## config.mk

```make
export PLATFORM = sky130hd
export DESIGN_NAME = bmu_param
export DESIGN_NICKNAME = d
export VERILOG_FILES = /design/src/rtl/viterbi_pkg.sv /design/src/rtl/bm_pair_calc.sv /design/src/rtl/bmu_param.sv
export SDC_FILE = /design/constraint.sdc
export NUM_CORES = 1
export LEC_CHECK = 0
export CORE_ASPECT_RATIO = 0.8
export CORE_MARGIN = 3
export CORE_UTILIZATION = 40
export CTS_CLUSTER_DIAMETER = 120
export CTS_CLUSTER_SIZE = 40
export DETAILED_ROUTE_END_ITERATION = 8
export GPL_TIMING_DRIVEN = 0
export PLACE_DENSITY = 0.66
export REMOVE_ABC_BUFFERS = 1
export SLEW_MARGIN = 20
export SYNTH_ARGS = -nofsm -noshare
export SYNTH_HDL_FRONTEND = slang
export SYNTH_HIERARCHICAL = 1
export SYNTH_SLANG_ARGS = --single-unit
```

## constraint.sdc

```tcl
create_clock -name clk -period 3.69 [get_ports clk]
set_clock_uncertainty 0.1 [all_clocks]
set_input_delay 0.738 -clock clk [delete_from_list [all_inputs] [get_ports clk]]
set_output_delay 0.738 -clock clk [all_outputs]
set_load 0.005 [all_outputs]
```

## src/rtl/viterbi_pkg.sv

```systemverilog
// Shared Viterbi defaults and trellis helpers: code-bit parity and the
// expected {c0,c1} pair for a branch register.
package viterbi_pkg;

   localparam int unsigned K      = 3;
   localparam int unsigned G0     = 'o7;
   localparam int unsigned G1     = 'o5;
   localparam int unsigned SOFT_W = 3;
   localparam int unsigned BM_W   = SOFT_W + 1;

   // Pair encoding is {c0, c1}: PAIR_10 means c0=1, c1=0.
   typedef enum logic [1:0] {
      PAIR_00 = 2'b00,
      PAIR_01 = 2'b01,
      PAIR_10 = 2'b10,
      PAIR_11 = 2'b11
   } pair_e;

   function automatic logic parity(input logic [31:0] v);
      return ^v;
   endfunction

   function automatic pair_e code_pair(input int unsigned r,
                                       input int unsigned g0,
                                       input int unsigned g1);
      return pair_e'({parity(r & g0), parity(r & g1)});
   endfunction

endpackage

```

## src/rtl/bm_pair_calc.sv

```systemverilog
// Metrics for the four possible expected code pairs of one received symbol,
// packed with pair {c0,c1} as the slice index.
module bm_pair_calc #(
   parameter int unsigned SOFT_W = viterbi_pkg::SOFT_W,
   parameter int unsigned BM_W   = SOFT_W + 1
) (
   input  logic [SOFT_W-1:0] sym0,
   input  logic [SOFT_W-1:0] sym1,
   input  logic              soft_mode,
   output logic [4*BM_W-1:0] pm
);

   logic [1:0]        pv;
   logic [SOFT_W-1:0] d0;
   logic [SOFT_W-1:0] d1;
   logic [BM_W-1:0]   sum;

   always_comb begin
      pm  = '0;
      pv  = '0;
      d0  = '0;
      d1  = '0;
      sum = '0;
      for (int unsigned p = 0; p < 4; p++) begin
         pv = 2'(p);
         // Distance to an expected 1 is max - x, i.e. the bitwise inverse.
         d0 = pv[1] ? ~sym0 : sym0;
         d1 = pv[0] ? ~sym1 : sym1;
         if (soft_mode)
            sum = BM_W'(d0) + BM_W'(d1);
         else
            sum = BM_W'(sym0[0] ^ pv[1]) + BM_W'(sym1[0] ^ pv[0]);
         pm[p*BM_W +: BM_W] = sum;
      end
   end

endmodule

```

## src/rtl/bmu_param.sv

```systemverilog
// Branch metric unit: two-stage pipeline turning received symbol pairs into
// per-branch metrics, source-state reachability and a frame symbol index.
module bmu_param #(
   parameter int unsigned K      = viterbi_pkg::K,
   parameter int unsigned G0     = viterbi_pkg::G0,
   parameter int unsigned G1     = viterbi_pkg::G1,
   parameter int unsigned SOFT_W = viterbi_pkg::SOFT_W
) (
   input  logic                                   clk,
   input  logic                                   rst,
   input  logic                                   refresh,
   input  logic                                   soft_mode,
   input  logic                                   in_valid,
   output logic                                   in_ready,
   input  logic [SOFT_W-1:0]                      in_sym0,
   input  logic [SOFT_W-1:0]                      in_sym1,
   input  logic                                   in_first,
   output logic                                   out_valid,
   input  logic                                   out_ready,
   output logic [2*(1<<(K-1))*(SOFT_W+1)-1:0]     out_bm,
   output logic [2*(1<<(K-1))-1:0]                out_reach,
   output logic [15:0]                            out_idx
);

   localparam int unsigned BM_W = SOFT_W + 1;
   localparam int unsigned NS   = 1 << (K - 1);

   logic                 s1_valid;
   logic [4*BM_W-1:0]    s1_pm;
   logic [15:0]          s1_idx;
   logic                 s1_mode;

   logic [15:0]          frame_cnt;
   logic                 frame_open;

   logic                 s2_load;
   logic                 s1_load;
   logic                 accept;
   logic                 first_eff;
   logic [15:0]          idx_new;
   logic [4*BM_W-1:0]    pm;

   logic [2*NS*BM_W-1:0] bm_next;
   logic [2*NS-1:0]      reach_next;
   logic                 reach_s;
   viterbi_pkg::pair_e   pr;
   logic [BM_W-1:0]      metric;

   bm_pair_calc #(
      .SOFT_W (SOFT_W),
      .BM_W   (BM_W)
   ) u_pair (
      .sym0      (in_sym0),
      .sym1      (in_sym1),
      .soft_mode (soft_mode),
      .pm        (pm)
   );

   assign s2_load  = !out_valid || out_ready;
   assign s1_load  = !s1_valid || s2_load;
   assign in_ready = rst && s1_load;
   assign accept   = in_valid && in_ready;

   // A symbol arriving before any frame start since reset/flush opens a frame.
   assign first_eff = in_first || !frame_open;
   assign idx_new   = first_eff           ? '0 :
                      (frame_cnt == '1)   ? '1 : frame_cnt + 16'd1;

   always_ff @(posedge clk) begin
      if (!rst) begin
         s1_valid   <= 1'b0;
         s1_pm      <= '0;
         s1_idx     <= '0;
         s1_mode    <= 1'b0;
         frame_cnt  <= '0;
         frame_open <= 1'b0;
         out_valid  <= 1'b0;
         out_bm     <= '0;
         out_reach  <= '0;
         out_idx    <= '0;
      end else if (refresh) begin
         s1_valid   <= 1'b0;
         out_valid  <= 1'b0;
         frame_cnt  <= '0;
         frame_open <= 1'b0;
      end else begin
         if (s1_load) begin
            s1_valid <= accept;
            if (accept) begin
               s1_pm      <= pm;
               s1_idx     <= idx_new;
               s1_mode    <= soft_mode;
               frame_cnt  <= idx_new;
               frame_open <= 1'b1;
            end
         end
         if (s2_load) begin
            out_valid <= s1_valid;
            if (s1_valid) begin
               out_bm    <= bm_next;
               out_reach <= reach_next;
               out_idx   <= s1_idx;
            end
         end
      end
   end

   // Branch j = {s, b}; its metric is the S1 pair metric for the code pair
   // that register value would emit.
   always_comb begin
      bm_next    = '0;
      reach_next = '0;
      reach_s    = 1'b0;
      pr         = viterbi_pkg::PAIR_00;
      metric     = '0;
      for (int unsigned s = 0; s < NS; s++) begin
         reach_s = (32'(s1_idx) >= K - 1) || ((s >> s1_idx) == 0);
         for (int unsigned b = 0; b < 2; b++) begin
            pr     = viterbi_pkg::code_pair((s << 1) | b, G0, G1);
            metric = s1_pm[int'(pr)*BM_W +: BM_W];
            if (!s1_mode)
               metric = BM_W'(metric[1:0]);
            bm_next[(2*s+b)*BM_W +: BM_W] = metric;
            reach_next[2*s+b]             = reach_s;
         end
      end
   end

endmodule

```

Yosys cells after proc, flatten, opt, wreduce, memory -nomap -nowiden

Cells that the tools add are included.

Add/subtract/negate cells: 9
$lt $le $gt $ge: 1
Equal/unequal tests: 1
Shift operators: 4
Mux-type cells: 10
Bitwise gates (word level): 6
Reductions and logical operators: 20

Operator list:

| kind                                                                                  | count |
|---|---|
| 32-bit zero test                                                                      | 4 |
| 1-bit by 16-bit right shift with 32-bit output (first input constant)                 | 2 |
| 2-bit by 16-bit right shift with 32-bit output (first input constant)                 | 2 |
| 16-bit two-way mux                                                                    | 2 |
| 4-bit two-way mux                                                                     | 8 |
| 16-bit by 1-bit adder with 16-bit output (second input constant)                      | 1 |
| 3-bit by 3-bit adder with 4-bit output                                                | 4 |
| 16-bit == test (second input constant)                                                | 1 |
| 16-bit by 2-bit greater-or-equal comparator with 1-bit output (second input constant) | 1 |
| 1-bit by 1-bit adder with 2-bit output                                                | 4 |
| 1-bit logical OR                                                                      | 7 |
| 3-bit inverter                                                                        | 2 |
| 3-bit AND reduction                                                                   | 2 |
| 1-bit inverter                                                                        | 4 |
| 1-bit zero test                                                                       | 3 |
| 1-bit logical AND                                                                     | 2 |
| 2-bit AND reduction                                                                   | 1 |
| 2-bit OR reduction                                                                    | 1 |

Bits in registers: 107
Bits of input ports: 13
Logic and storage cells: 61

Depth between registers and ports, before layout

Gate-level depths: netlist of run 1.

Word-level depth: 6
Depth in mapped cells: 8

Modules after synthesis

The synthesis of run 1 kept the hierarchy.

By module, submodules not included:

| module       | times used | cells each | area each (um^2) | sequential area each (um^2) |
|---|---|---|---|---|
| bmu_param    | 1          | 468        | 3858.7           | 1761.7 |
| bm_pair_calc | 1          | 64         | 505.5            | 0.0 |

Least setup slack after synthesis of run 1

No wires, ideal clock.

Path type: input to output
Start point: input port rst
End point: output port in_ready
Data arrival time: 1.659 ns
Setup slack: 1.193 ns
Cell stages on the path: 5
Buffers on the path: 3
Cell sequence: buf_2 -> inv_2 -> buf_1 -> clkbuf_1 -> nor2_1

Cells in the longest elaborated chain, start to end: 1

RTL lines:

| what              | line            | source |
|---|---|---|
| from (decl)       | bmu_param.sv:10 | `input logic rst,` |
| 1-bit logical AND | bmu_param.sv:61 | `assign in_ready = rst && s1_load;` |
| to (decl)         | bmu_param.sv:14 | `output logic in_ready,` |

Every way passes these cells.

Worst setup path in the final report of run 1

Same ends and word-level chain as after synthesis.

==> results of run 1 <==
## kinds of logic (layout without fill, tap and decap cells)
| kind of cell | count (synthesis) | after routing | share of synthesized area, % |
|---|---|---|---|
| compound gates | 124 | 124 | 17.2 |
| xor+xnor | 7 | 7 | 1.40 |
| fa+ha+maj | 19 | 19 | 5.96 |
| buf+inv | 72 | 102 | 9.15 |
| flops | 88 | 88 | 40.4 |
| mux | 6 | 6 | 1.38 |
| simple gates | 216 | 216 | 24.5 |
## state kept, by name, summed over array words and instances, names as in the netlist
| name | flops |
|---|---|
| frame_cnt | 16 |
| out_bm | 16 |
| out_idx | 16 |
| s1_idx | 16 |
| s1_pm | 16 |
| out_reach | 4 |
| frame_open | 1 |
| out_valid | 1 |
| s1_mode | 1 |
| s1_valid | 1 |
## per-stage QoR
step	worst slack, ns	cell area, µm²	std cells	hold slack [ns]
after floorplan	1.33	4020	475	0.332
after global placement	0.133	4900	685	0.344
after detailed placement	0.136	4920	686	0.347
after CTS	0.125	5220	702	0.356
after global routing	0.287	5220	702	0.374
final	0.428	5220	702	0.353
## worst max path at each step
stage	depth (start not counted)	slack (ns)	start	endpoint
2_1_floorplan	4	1.33	out_ready	out_reach[3]
3_3_place_gp	4	0.13	refresh	out_reach[3]
3_5_place_dp	4	0.14	rst	in_ready
4_1_cts	4	0.12	rst	in_ready
5_1_grt	4	0.29	rst	in_ready
6_report	4	0.43	rst	in_ready
## routing by layer
metal	wire, µm	share of wire (%)	vias up
met4	79	0.77	0
met1	5170	50	1745
met2	4350	42	134
met3	706	6.9	6
met5	0	0	-
li1	-	-	1881
## area by class of cell
type	count	area (µm²)	share of cell area, %
clock buffers	10	229	4.39
clock inverters	6	67.6	1.29
inverters	15	58.8	1.13
multi-input cells	372	2210	42.4
flip-flops and latches	88	1760	33.8
well taps	140	175	3.36
repair buffers	71	712	13.6
## cell usage after synthesis (3+ instances only)
master	number	area, µm²
mux2i_1	6	60.1
fa_1	3	60.1
buf_4	24	180
nor2_1	16	60.1
and2_1	3	18.8
nor4_1	10	62.6
a31o_2	3	26.3
a211oi_1	3	22.5
a311oi_1	4	35.0
buf_1	3	11.3
a21o_1	4	30.0
inv_1	14	52.6
buf_2	13	65.1
a21oi_1	72	360
nor3_1	11	55.1
nand2_1	115	432
a31oi_1	5	31.3
and3_1	8	50.1
dfxtp_1	88	1760
clkbuf_1	14	52.6
xor2_1	3	26.3
xnor2_1	4	35.0
o21ai_1	11	55.1
o31ai_1	5	37.5
ha_1	16	200
nand4_1	5	31.3
nand3_1	21	105
nand2b_1	4	25.0
nand3b_1	3	22.5
buf_6	3	33.8
## power breakdown
group          internal, µW  switching [µW]  leakage, µW
clock network           527             380     0.000139
registers               957            5.75     0.000710
logic                  47.6            81.2      0.00102
total                  1530             467      0.00186
## worst register-to-register path, cell delays in order (launching register included)
cell      delay (ns)
dfxtp_1         0.34
nand3b_1        0.21
nand3_1         0.45
o21ai_1         0.75
nor3_1          0.14
==> impl_metrics.yaml, run 1 <==
outcome:
  status: "completed"
placed_design:
  dp_hpwl_um: 7240
  gp_congestion: 0.931
  io_buffer_count: 70
layout:
  n_fill_cell: 1019
  syn_to_final_growth_pct: 19.6
  nNetsFinal: 589
  postLayoutCoreUtil_pct: 49.9
  final_cell_mix: "nand2_1 (115), dfxtp_1 (88), a21oi_1 (71)"
  antenna_cells: 0
  final_common_cell: "nand2_1"
  final_layout_size_suffix_gt1_share_pct: 6.41
setup_path:
  worstReg2RegStart: "s1_valid"
  rrSetupSlack_ns: 1.55
  crit_buf_inv: 3
  regToRegEndpoint: "frame_cnt[14]"
  ff2ff_path_depth: 4
  end_kind: "output port"
  start_kind: "input port"
  worst_path_max_delay_cell: "clkdlybuf4s50_1"
  slowest_delay_ns: 0.57
  crit_chain: "clkdlybuf4s50_1 -> inv_4 -> nor2_1 -> clkdlybuf4s50_1"
  critical_path.top_delay_family: "buffers and inverters"
  required_ns: 2.85
  cp.arrival_ns: 2.42
  path_class: "in -> out"
  path_common_cell: "clkdlybuf4s50_1"
  crit_fanout: 62
run:
  max_cap_violations: 0
route:
  viasPerCell: 5.36
  drtAntennaViolNets: 0
  finalWirelength_um: 10300
  wl_per_cell_um: 14.7
  firstDrtPassIters: 4
  drt-initial-drc-count: 277
  vias: 3766
  drc: 0
clocking:
  cts_resized: 0
  clockRootBuffer: "clkbuf_16"
  cts_buffers: 9
  clockBufferDepth: 2
  htree_levels: 3
  holdBufCountCts: 0
  cts_sinks: 88
  clkTransAtPathRegs_ns: 0.06
  clk-insertion-delay-late_ns: 0.34
  cts_tree: "done"
  postCtsSetupBuffers: 0
min_path:
  worstHoldPathCells: 2
  hold_class: "reg -> reg"
  hold_end: "s1_pm[15]"
  worstHoldStart: "s1_pm[15]"
synthesis:
  seq_area_frac_synth_pct: 40.4
  async_flop_share_pct: 0
  avgSynthCellArea_um2: 8.20
  yosysWarningCount: 6
  ys_seq_elements: 88
  syn_inst: 532
  synth_edf_count: 0
  ys_types: 60
  synth.cell_area_um2: 4360
  synth_flop_cell: "dfxtp_1"
pwr:
  p_leak_uw: 0.00186
  irDropWorstVdd_uv: 212
  power.total_uw: 2000
  powerDensity_nw_per_um2: 383
global_routing:
  grt_pass1_wl_um: 17000
  met1_usage_pct: 25.7
  grtUsageMet3_pct: 4.26
  grtUsageTotal_pct: 17.4
  antenna_found_initial: 0
  first_global_vias: 3453
  grt-ovfl-total: 0
  busiest_layer: "met1"
  use_met2_pct: 25.1
  grt_max_degree: 63
sta:
  tightest_slew_ns: 0.847
  drv_slew: 0
  rsz0062_at_grt: "false"
  post-route-min-period_ns: 3.26
  setup_viol: 0
  fmax_mhz: 307
  fin_crit_sh_pct: 88.4
  slew_headroom_pct: 43.4
  hold_viol: 0
  timing.setup.tns_ns: 0
floorplan:
  coreArea_um2: 10400
  initial_core_util_pct: 41.8
  rows: 33
  die_area_um2: 12200
  dieWidth_um: 123
  die_h_um: 99.4
  ioPinCount: 71
Power figures use the tool's default switching activity.
==> run 2, diff against run 1 <==
--- a/config.mk
+++ b/config.mk
@@ -5,7 +5,6 @@
 export SDC_FILE = /design/constraint.sdc
 export NUM_CORES = 1
 export LEC_CHECK = 0
-export CORE_ASPECT_RATIO = 0.8
 export CORE_MARGIN = 3
 export CORE_UTILIZATION = 40
 export CTS_CLUSTER_DIAMETER = 120
==> run 2 against run 1 <==
Net effect: die area about the same; worst setup slack got worse by 0.048 ns; clock-buffer cell count unchanged; core utilization decreased by 0.50 points; hold slack improved by 0.00077 ns; combinational power about the same; critical path type unchanged; critical endpoint unchanged; largest cell class unchanged; highest routed layer unchanged.
==> impl_metrics.yaml, run 2 (synthesized netlist as in run 1, its figures left out) <==
outcome:
  status: "completed"
floorplan:
  die_area_um2: 12200
  die_h_um: 110
  dieWidth_um: 110
  coreArea_um2: 10500
  initial_core_util_pct: 41.7
  rows: 37
  ioPinCount: 71
clocking:
  clkTransAtPathRegs_ns: 0.08
  cts_resized: 0
  clockRootBuffer: "clkbuf_8"
  cts_tree: "done"
  cts_sinks: 88
  clockBufferDepth: 2
  htree_levels: 3
  holdBufCountCts: 0
  cts_buffers: 9
  clk-insertion-delay-late_ns: 0.36
  postCtsSetupBuffers: 0
layout:
  antenna_cells: 0
  final_common_cell: "nand2_1"
  nNetsFinal: 590
  syn_to_final_growth_pct: 18.5
  final_cell_mix: "nand2_1 (115), dfxtp_1 (88), a21oi_1 (71)"
  stdcell_count: 699
  final_layout_size_suffix_gt1_share_pct: 6.57
sta:
  drv_slew: 0
  hold_viol: 0
  post-route-min-period_ns: 3.31
  slew_headroom_pct: 49.6
  rsz0062_at_grt: "false"
  setup_viol: 0
  fmax_mhz: 302
  fin_crit_sh_pct: 89.7
  tightest_slew_ns: 0.754
  timing.setup.tns_ns: 0
placed_design:
  dp_hpwl_um: 7130
  dp_cells: 683
  io_buffer_count: 70
  gp_congestion: 0.852
setup_path:
  end_kind: "output port"
  path_class: "in -> out"
  crit_fanout: 62
  cp.arrival_ns: 2.47
  required_ns: 2.85
  start_kind: "input port"
route:
  drt-initial-drc-count: 243
  firstDrtPassIters: 4
  vias: 3694
  finalWirelength_um: 9920
  drc: 0
  viasPerCell: 5.28
  drtAntennaViolNets: 0
  wl_per_cell_um: 14.2
global_routing:
  antenna_found_initial: 0
  first_global_vias: 3554
  grtUsageTotal_pct: 16.4
  grt-ovfl-total: 0
  grt_max_degree: 63
  grt_pass1_wl_um: 16900
pwr:
  powerDensity_nw_per_um2: 367
  p_leak_uw: 0.00185
  irDropWorstVdd_uv: 214
run:
  max_cap_violations: 0
min_path:
  hold_class: "reg -> reg"
## run 2: changes by cell type in the layout (fill, tap and decap cells not counted)
cell        before  now
inv_6            1    2
buf_8            0    1
clkbuf_16        9    0
clkinv_2         1    0
bufinv_16        1    3
clkbuf_8         0    9
clkinvlp_4       2    1
clkinv_4         1    0
## run 2: where the power goes
group	switching [µW]	total [µW]	internal, µW	leakage (µW)
Sequential	5.45	962	956	0.000710
Clock	352	807	455	0.000117
Combinational	80.8	129	48.2	0.00102
## run 2: path summary, 6_finish.rpt
kind / startpoint / end / slack [ns] / cells after the start
setup / recovery: rst / in_ready / 0.38 / 4
hold / removal: s1_pm[9] / out_bm[29] / 0.35 / 2
setup reg to reg: out_valid / frame_cnt[12] / 1.53 / 4
hold reg to reg: s1_pm[9] / out_bm[29] / 0.35 / 2
## run 2: final cells by class
type	count	area [µm²]
Inverter	15	58.8
Clock inverter	6	115
Fill cell	1032	5290
Multi-Input combinational cell	372	2210
Timing Repair Buffer	72	727
Tap cell	136	170
Clock buffer	10	128
Sequential cell	88	1760
## run 2: worst max-delay path, stage by stage
cell             delay, ns
clkdlybuf4s50_1       0.59
inv_4                 0.55
nor2_1                0.12
clkdlybuf4s50_1       0.47
## run 2: metal layers
| metal | part of all wire [%] | GRT usage, % |
|---|---|---|
| met4 | 2.3 | 7.64 |
| met3 | 5.7 | 3.34 |
| met2 | 45 | 25.6 |
| met5 | 0 | 0 |
| met1 | 47 | 21.7 |
## run 2: per-stage QoR
step / setup WS [ns] / hold WS, ns / instance area (µm²) / utilization, % / total power, µW
2_1_floorplan: 1.33 / 0.332 / 4020 / - / 1060
3_3_place_gp: 0.118 / 0.343 / 4890 / 46.8 / 1110
3_5_place_dp: 0.0971 / 0.346 / 4920 / 47.1 / 1110
4_1_cts: 0.0927 / 0.358 / 5170 / 49.4 / 1920
5_1_grt: 0.260 / 0.378 / 5170 / 49.4 / 1970
6_report: 0.380 / 0.354 / 5170 / 49.4 / 1900
